File: config.mk
export PLATFORM = sky130hd
export DESIGN_NAME = obstacle_manager
export DESIGN_NICKNAME = d
export VERILOG_FILES = /design/src/rtl/obstacle_manager_pkg.sv /design/src/rtl/obstacle_manager_lfsr16.sv /design/src/rtl/obstacle_manager.sv
export SDC_FILE = /design/constraint.sdc
export NUM_CORES = 1
export LEC_CHECK = 0
export CORE_ASPECT_RATIO = 1.1
export CORE_UTILIZATION = 40
export DETAILED_ROUTE_END_ITERATION = 8
export PLACE_DENSITY = 0.75
export REMOVE_ABC_BUFFERS = 1
export SYNTH_ARGS = -nofsm -noshare
export SYNTH_HDL_FRONTEND = slang
export SYNTH_SLANG_ARGS = --single-unit
File: constraint.sdc
create_clock -name system_clock_in -period 9.5 [get_ports system_clock_in]
set_input_delay 0.95 -clock system_clock_in [delete_from_list [all_inputs] [get_ports system_clock_in]]
set_output_delay 0.95 -clock system_clock_in [all_outputs]
set_load 0.01 [all_outputs]
File: src/rtl/obstacle_manager_pkg.sv
// Shared obstacle record format and constants for the obstacle slot engine.
// Optional score counting in obstacle_manager is enabled by OBSTACLE_MGR_SCORE_EN.
package obstacle_manager_pkg;

    localparam int POSITION_WIDTH = 11;
    localparam int LANE_COUNT     = 3;

    localparam logic [1:0] OBSTACLE_TYPE_LOW  = 2'd0;
    localparam logic [1:0] OBSTACLE_TYPE_HIGH = 2'd1;

    typedef struct packed {
        logic [1:0]                obstacle_type;
        logic [POSITION_WIDTH-1:0] position;
        logic [1:0]                lane;
        logic                      active;
    } obstacle_t;

    typedef struct packed {
        logic [1:0]  fsm_state;
        logic [15:0] lfsr;
    } mgr_debug_t;

    // Fibonacci LFSR, taps 16,14,13,11.
    function automatic logic [15:0] lfsr16_next(input logic [15:0] v);
        return {v[14:0], v[15] ^ v[13] ^ v[12] ^ v[10]};
    endfunction

    // Only lanes 0..2 exist; the spare random code folds onto the centre lane.
    function automatic logic [1:0] lane_from_random(input logic [1:0] r);
        return (int'(r) >= LANE_COUNT) ? 2'd1 : r;
    endfunction

endpackage

File: src/rtl/obstacle_manager_lfsr16.sv
// Free-running 16-bit Fibonacci LFSR used as the obstacle spawn randomness source.
module lfsr16
    import obstacle_manager_pkg::*;
#(
    parameter logic [15:0] SEED = 16'hACE1
) (
    input  logic        clk_i,
    input  logic        rst_i,
    output logic [15:0] value_o
);

    logic [15:0] lfsr_q;
    logic [15:0] lfsr_d;

    assign lfsr_d  = lfsr16_next(lfsr_q);
    assign value_o = lfsr_q;

    always_ff @(posedge clk_i) begin
        if (rst_i) begin
            lfsr_q <= SEED;
        end else begin
            lfsr_q <= lfsr_d;
        end
    end

endmodule

File: src/rtl/obstacle_manager.sv
// Obstacle slot engine: per-frame scroll/retire/collide sweep followed by LFSR spawning.
// Define OBSTACLE_MGR_SCORE_EN to build the saturating passed-obstacle score counter.
module obstacle_manager
    import obstacle_manager_pkg::*;
#(
    parameter int          NUM_OBSTACLES  = 10,
    parameter int          SPEED_WIDTH    = 3,
    parameter int          SPAWN_POS      = 1023,
    parameter int          SPAWN_INTERVAL = 60,
    parameter int          HIT_DEPTH      = 32,
    parameter logic [15:0] LFSR_SEED      = 16'hACE1,
    parameter int          SCORE_WIDTH    = 16
) (
    input  logic                              system_clock_in,
    input  logic                              reset_in,
    input  logic                              run_in,
    input  logic                              frame_tick_in,
    input  logic [SPEED_WIDTH-1:0]            speed_in,
    input  logic [1:0]                        player_lane_in,
    input  logic                              jump_in,
    output obstacle_t [NUM_OBSTACLES-1:0]     obstacles_out,
    output logic                              busy_out,
    output logic                              frame_done_out,
    output logic                              collision_out,
    output logic [SCORE_WIDTH-1:0]            score_out,
    output mgr_debug_t                        debug_out
);

    localparam int IDX_W = $clog2(NUM_OBSTACLES);
    localparam int CNT_W = $clog2(SPAWN_INTERVAL + 1);
    localparam logic [IDX_W-1:0]          LAST_IDX    = IDX_W'(NUM_OBSTACLES - 1);
    localparam logic [CNT_W-1:0]          CNT_RELOAD  = CNT_W'(SPAWN_INTERVAL);
    localparam logic [POSITION_WIDTH-1:0] SPAWN_POS_L = POSITION_WIDTH'(SPAWN_POS);
    localparam logic [POSITION_WIDTH:0]   HIT_LIMIT   = (POSITION_WIDTH + 1)'(HIT_DEPTH);

    typedef enum logic [1:0] {
        S_IDLE  = 2'd0,
        S_SWEEP = 2'd1,
        S_SPAWN = 2'd2,
        S_DONE  = 2'd3
    } state_t;

    state_t                         state_q;
    obstacle_t [NUM_OBSTACLES-1:0]  slots_q;
    logic [IDX_W-1:0]               idx_q;
    logic [SPEED_WIDTH-1:0]         speed_q;
    logic [1:0]                     lane_q;
    logic                           jump_q;
    logic [CNT_W-1:0]               count_q;
    logic                           busy_q;
    logic                           done_q;
    logic                           coll_q;

    logic [15:0]                    lfsr_value;
    logic [POSITION_WIDTH-1:0]      speed_ext;
    obstacle_t                      cur_slot;
    obstacle_t                      next_slot;
    obstacle_t                      spawn_slot;
    logic                           hit;
    logic                           free_found;
    logic [IDX_W-1:0]               free_idx;

    lfsr16 #(
        .SEED (LFSR_SEED)
    ) u_lfsr (
        .clk_i   (system_clock_in),
        .rst_i   (reset_in),
        .value_o (lfsr_value)
    );

    assign speed_ext = POSITION_WIDTH'(speed_q);
    assign cur_slot  = slots_q[idx_q];

    // Hit check wins over retirement: a colliding slot is deactivated but not scored.
    always_comb begin
        next_slot = cur_slot;
        hit       = 1'b0;
        if (cur_slot.active) begin
            if ((cur_slot.lane == lane_q) &&
                ({1'b0, cur_slot.position} < HIT_LIMIT) &&
                !((cur_slot.obstacle_type == OBSTACLE_TYPE_LOW) && jump_q)) begin
                hit              = 1'b1;
                next_slot.active = 1'b0;
            end else if (cur_slot.position <= speed_ext) begin
                next_slot = '0;
            end else begin
                next_slot.position = cur_slot.position - speed_ext;
            end
        end
    end

    // Descending scan leaves the lowest-index free slot selected.
    always_comb begin
        free_found = 1'b0;
        free_idx   = '0;
        for (int i = NUM_OBSTACLES - 1; i >= 0; i--) begin
            if (!slots_q[i].active) begin
                free_found = 1'b1;
                free_idx   = IDX_W'(i);
            end
        end
    end

    always_comb begin
        spawn_slot.obstacle_type = lfsr_value[2] ? OBSTACLE_TYPE_HIGH : OBSTACLE_TYPE_LOW;
        spawn_slot.position      = SPAWN_POS_L;
        spawn_slot.lane          = lane_from_random(lfsr_value[1:0]);
        spawn_slot.active        = 1'b1;
    end

    always_ff @(posedge system_clock_in) begin
        if (reset_in) begin
            state_q <= S_IDLE;
            slots_q <= '0;
            idx_q   <= '0;
            speed_q <= '0;
            lane_q  <= '0;
            jump_q  <= 1'b0;
            count_q <= CNT_RELOAD;
            busy_q  <= 1'b0;
            done_q  <= 1'b0;
            coll_q  <= 1'b0;
        end else begin
            done_q <= 1'b0;
            coll_q <= 1'b0;
            case (state_q)
                S_IDLE: begin
                    if (frame_tick_in && run_in) begin
                        speed_q <= speed_in;
                        lane_q  <= player_lane_in;
                        jump_q  <= jump_in;
                        idx_q   <= '0;
                        busy_q  <= 1'b1;
                        state_q <= S_SWEEP;
                    end
                end
                S_SWEEP: begin
                    slots_q[idx_q] <= next_slot;
                    coll_q         <= hit;
                    if (idx_q == LAST_IDX) begin
                        state_q <= S_SPAWN;
                    end else begin
                        idx_q <= idx_q + 1'b1;
                    end
                end
                S_SPAWN: begin
                    if (count_q == CNT_W'(1)) begin
                        count_q <= CNT_RELOAD;
                        if (free_found) begin
                            slots_q[free_idx] <= spawn_slot;
                        end
                    end else begin
                        count_q <= count_q - 1'b1;
                    end
                    busy_q  <= 1'b0;
                    done_q  <= 1'b1;
                    state_q <= S_DONE;
                end
                S_DONE: begin
                    state_q <= S_IDLE;
                end
                default: begin
                    state_q <= S_IDLE;
                end
            endcase
        end
    end

`ifdef OBSTACLE_MGR_SCORE_EN
    logic [SCORE_WIDTH-1:0] score_q;
    logic [SCORE_WIDTH-1:0] score_d;
    logic                   retire;

    assign retire = (state_q == S_SWEEP) && cur_slot.active && !hit &&
                    (cur_slot.position <= speed_ext);

    always_comb begin
        score_d = score_q;
        if (retire && (score_q != {SCORE_WIDTH{1'b1}})) begin
            score_d = score_q + 1'b1;
        end
    end

    always_ff @(posedge system_clock_in) begin
        if (reset_in) begin
            score_q <= '0;
        end else begin
            score_q <= score_d;
        end
    end

    assign score_out = score_q;
`else
    assign score_out = '0;
`endif

    assign obstacles_out       = slots_q;
    assign busy_out            = busy_q;
    assign frame_done_out      = done_q;
    assign collision_out       = coll_q;
    assign debug_out.fsm_state = 2'(state_q);
    assign debug_out.lfsr      = lfsr_value;

endmodule

# [After elaboration in Yosys (flattened, before gate mapping)]
# Index checks and enable logic that the tools add are counted.
[classes] n_addsub=3 n_mul=0 div=0 magnitude_cmp=7 eq_ne=11 shifts=0 mux=50 n_bitwise=5 n_reduce_logical=18
[ops] op="$bwmux W160" n=2
[ops] op="$mux W160" n=2
[ops] op="$pmux W160 S2" n=1
[ops] op="$demux W16 S4" n=2
[ops] op="$bmux W16 S4" n=1
[ops] op="$mux W16" n=4
[ops] op="$mux W4" n=12
[ops] op="$mux W1" n=15
[ops] op="$mux W15" n=1
[ops] op="$le A11 B3 Y1" n=1
[ops] op="$lt A11 B6 Y1 const B" n=1
[ops] op="$mux W11" n=1
[ops] op="$sub A11 B3 Y11" n=1
[ops] op="$lt A4 B5 Y1 const B" n=2
[ops] op="$ne A2 B2 Y1 const B" n=5
[ops] op="$ge A4 B1 Y1 const B" n=2
[ops] op="$mux W2" n=4
[ops] op="$pmux W2 S4" n=1
[ops] op="$pmux W4 S2" n=1
[ops] op="$eq A6 B1 Y1 const B" n=1
[ops] op="$logic_and A1 B1 Y1" n=6
[ops] op="$mux W6" n=1
[ops] op="$reduce_and A2 Y1" n=3
[ops] op="$reduce_and A3 Y1" n=2
[ops] op="other kinds (15)" n=22
[word_totals] ff_bits=197 latch_bits=0 mem_bits_rw=0 romBits=0 inputBits=10 output_inout_bits=197 word_cells=144 n_memories=0

# [Depth between registers and ports, before layout]
[logic_depth] word_depth=18 depth_mapped=19 mapped_depth_nobuf=13

# [By module]
# Synthesis repeated with hierarchy kept, for this count alone.
[hier_totals] cells_unflattened=1044 area_unflattened_um2=9586.7
[modules_own_cells] module="obstacle_manager" n_inst=1 cells_per_inst=993 area_each_um2=9019.9 seq_area_each_um2=3623.5
[modules_own_cells] module="lfsr16" n_inst=1 cells_per_inst=51 area_each_um2=566.8 seq_area_each_um2=320.3

# [Worst setup path after synthesis]
# Ideal clock, no wire load.
[synth_timing] kind="reg2reg" startpoint="register idx_q[0]" endpoint="register slots_q (netlist bit obstacles_out[11])" setup_ps=79 arrival_ps=3833 t_required_ps=9421 slack_ps=5588 path_stages_with_launch=18 n_path_buf=5 cell_sequence="dfxtp_1 > buf_4 > buf_4 > buf_2 > mux4_2 > nand2_1 > o31a_1 > o21ai_0 > ha_1 > a21o_1 > a21oi_1 > o21a_1 > and4_1 > buf_2 > and2_4 > or3b_1 > buf_6 > a211oi_2"
[synth_via] elab_chain_len=10 word_cells_on_any_way=21 cone_classes="add/sub (1); order compare (4); eq/ne (1); mux (9); reduce/logical (6)"
[synth_lines] item="start, declared" line="obstacle_manager.sv:45" source="logic [IDX_W-1:0] idx_q;"
[synth_lines] item="start signal, assigned" line="obstacle_manager.sv:143" source="idx_q <= idx_q + 1'b1;"
[synth_lines] item="branches (longest 8 deep; another with $sub A11 B3 Y11)"
[synth_lines] item="$bwmux W160 (*)" line="obstacle_manager.sv:138" source="slots_q[idx_q] <= next_slot;"
[synth_lines] item="$pmux W160 S2 (*)" line="obstacle_manager.sv:126" source="case (state_q)"
[synth_lines] item="end signal, assigned by index" line="obstacle_manager.sv:138"
[synth_lines] item="end signal, assigned by index" line="obstacle_manager.sv:150" source="slots_q[free_idx] <= spawn_slot;"
[synth_lines] item="end, declared" line="obstacle_manager.sv:44" source="obstacle_t [NUM_OBSTACLES-1:0] slots_q;"
# Mark *: on every way between the ends. The select of a mux whose other input is x is not followed.
# A chain may end at the register's enable or synchronous reset.

# [Worst setup path after layout]
[layout_timing] startpoint="register idx_q[1]" endpoint="register slots_q (netlist bit obstacles_out[116])"
# The elaborated chain is that of the path after synthesis.

==> impl_metrics.env <==
export IMPL_routedWlPerCell_um=22.21
export IMPL_htree_levels=4
export IMPL_worstSetupPathType="reg -> reg"
export IMPL_yosys_top_cells_area="dfxtp_1, a211oi_1, nor2_1"
export IMPL_antenna_found_initial=0
export IMPL_cts_buffer_depth=2
export IMPL_ys_types=80
export IMPL_min_period_ns=4.845
export IMPL_synth_flop_cell="dfxtp_1"
export IMPL_drtIter0Drc=966
export IMPL_routed_wl_um=33450
export IMPL_cts_tree="yes"
export IMPL_dpl_hpwl_um=22400
export IMPL_pwr_share_clk=0.275
export IMPL_vias_per_cell=5.987
export IMPL_overflow=0
export IMPL_min_period_over_period=0.5100
export IMPL_p_sw_mw=1.017
export IMPL_die_h_um=165.6
export IMPL_worstMarginPinSlew_ns=1.135
export IMPL_ant_nets=0
export IMPL_clock_latency_ns=0.45
export IMPL_crit_required_ns=9.79
export IMPL_drive_gt1_frac=0.09076
export IMPL_utilization=0.5094
export IMPL_ys_ff_latch=197
export IMPL_clkSinkCount=197
export IMPL_hold_viol_final=0
export IMPL_dp_cells=1474
export IMPL_dr_pass1_iters=5
export IMPL_combPwrFrac=0.368
export IMPL_rows=59
export IMPL_cts_setup_buffers=0
export IMPL_vdd_drop_max_mv=0.1400
export IMPL_start_kind="flop"
export IMPL_layout_cells_non_filler=1506
export IMPL_portBuffers=190
export IMPL_max_freq_mhz=206.4
export IMPL_slew_headroom=0.2380
export IMPL_slew_viol_final=0
export IMPL_n_antenna_cell=0
export IMPL_crit_arrival_ns=5.13
export IMPL_yosys_area_top_type="dfxtp_1"
export IMPL_crit_fanout=32
export IMPL_swShare=0.3868
export IMPL_cts_buffers=17
export IMPL_power_density_mw_per_mm2=217.2
export IMPL_p_leak_nw=3.847
export IMPL_setup_violations=0
export IMPL_fin_setup_tns_ns=0
export IMPL_end_kind="flop"
export IMPL_fin_skew_ns=0.01259
export IMPL_dieArea_mm2=0.02495
export IMPL_nets=1212
export IMPL_syn_area_mm2=0.009727
export IMPL_cap_viol_max_count=0
export IMPL_hold_class="reg -> reg"
export IMPL_grtUsageTotal=0.2666
export IMPL_cts_resized=0
export IMPL_rsz0062_at_grt="false"
export IMPL_status="finished clean"
export IMPL_drc=0
export IMPL_power_internal_mw=1.613
export IMPL_die_x_um=150.7
export IMPL_num_vias=9016
export IMPL_grt_pass1_vias=8300
export IMPL_place_congestion=0.9142
export IMPL_hold_buffers=0
export IMPL_syn_to_final_growth_pct=24.48
export IMPL_start_util=0.4092
export IMPL_grt_max_degree=137
export IMPL_synth_warnings=0
export IMPL_core_mm2=0.02377
export IMPL_clockRootBuffer="clkbuf_16"
export IMPL_async_reset_ff_frac=0
export IMPL_clk_pin_slew_ns=0.08
export IMPL_p_seq_frac=0.357
export IMPL_yosysTopAreaCellShare=0.4055
export IMPL_seq_area_frac_synth=0.4055
export IMPL_synth_edf_count=0
export IMPL_grt_pass1_wl_um=49290
export IMPL_avgSynthCellArea_um2=9.108
export IMPL_ioPinCount=207
export IMPL_syn_inst=1068
## stage by stage
step | power [mW] | hold WS, ns | cell area (µm²) | setup WS (ns)
2_1_floorplan | 1.567 | 0.4503 | 9166 | 4.511
3_3_place_gp | 1.886 | 0.4175 | 11530 | 4.826
3_5_place_dp | 1.898 | 0.4271 | 11530 | 4.755
4_1_cts | 2.615 | 0.4447 | 12110 | 4.726
5_1_grt | 2.745 | 0.4715 | 12110 | 4.367
6_report | 2.630 | 0.4447 | 12110 | 4.655
## power groups by stage
stage                     combinational [mW]  clock [mW]  sequential (mW)
final                                  0.967       0.724            0.939
after global routing                    1.04       0.761            0.945
after CTS                              0.948       0.728            0.939
after detailed placement               0.941           0            0.957
after global placement                 0.931           0            0.956
after floorplan                        0.591           0            0.976
## metal layers
layer / GRT usage / routed length (µm) / vias to the layer above
li1: - / - / 4102
met4: 0.1532 / 1691 / 0
met5: 0 / 0 / -
met2: 0.4108 / 15200 / 483
met3: 0.04945 / 2766 / 90
met1: 0.3489 / 13790 / 4341
## layout make-up
type	count	area, µm²
fill	2200	11660
clock buffer	18	439.2
multi-input combinational	744	5119
tap	305	381.6
clock inverter	14	142.6
timing repair buffer	199	1971
inverter	29	108.9
sequential	197	3946
## kinds of logic (layout without fill, tap and decap cells)
| logic type | Yosys count | in the layout | synth area share |
|---|---|---|---|
| and+or+nand+nor | 362 | 362 | 0.1796 |
| AOI/OAI and AO/OA | 269 | 269 | 0.2166 |
| DFF | 197 | 197 | 0.4055 |
| buffers and inverters | 142 | 260 | 0.07461 |
| muxes | 72 | 72 | 0.09390 |
| adders and majority gates | 14 | 14 | 0.01878 |
| xor gates and xnor gates | 11 | 11 | 0.01068 |
| other | 1 | 16 | 0.0003855 |
## cells in the mapped netlist, types with 12 or more instances
cell type and number:
buf_4 36, clkbuf_1 59, nor2_1 176, nor2b_1 14
nand3b_1 12, inv_1 28, mux4_2 15, ha_1 13
o21ai_0 14, nand2_1 42, mux2i_1 53, a211oi_1 99
a211oi_2 13, a22oi_1 15, nor3_1 40, a21oi_1 27
dfxtp_1 197, a221oi_1 20
## registers in the layout, summed over array words and instances (netlist names), 2 cells and up
| signal | count |
|---|---|
| speed_q | 3 |
| u_lfsr.value_o | 16 |
| obstacles_out | 160 |
| count_q | 6 |
| state_q | 2 |
| lane_q | 2 |
| idx_q | 4 |
## worst paths after layout
path / cells past startpoint / endpoint / slack, ns / from
setup / recovery: 8 / obstacles_out[116]$_SDFFE_PP0P_ / 4.66 / idx_q[1]$_SDFFE_PP0P_
setup reg to reg: 8 / obstacles_out[116]$_SDFFE_PP0P_ / 4.66 / idx_q[1]$_SDFFE_PP0P_
hold reg to reg: 1 / u_lfsr.value_o[6]$_SDFF_PP1_ / 0.44 / u_lfsr.value_o[5]$_SDFF_PP1_
hold / removal: 1 / u_lfsr.value_o[6]$_SDFF_PP1_ / 0.44 / u_lfsr.value_o[5]$_SDFF_PP1_
## worst max-delay path: stages, from the launching register on
cell	delay [ns]
dfxtp_2	0.80
buf_4	0.59
mux4_2	0.57
a211oi_1	0.47
inv_1	0.15
or4_1	0.54
o21ai_1	0.91
a2bb2oi_2	0.47
a211oi_1	0.15
## cell usage in the layout (no fill, tap or decap), types with 20 or more instances in the layout
cell type	n
nor3_1	40
mux2i_1	53
nor2_1	176
nand2_1	42
a211oi_1	99
inv_1	28
dfxtp_1	195
a221oi_1	20
a21oi_1	27
clkdlybuf4s50_1	189
No activity file was read; power rests on OpenSTA's default activity.
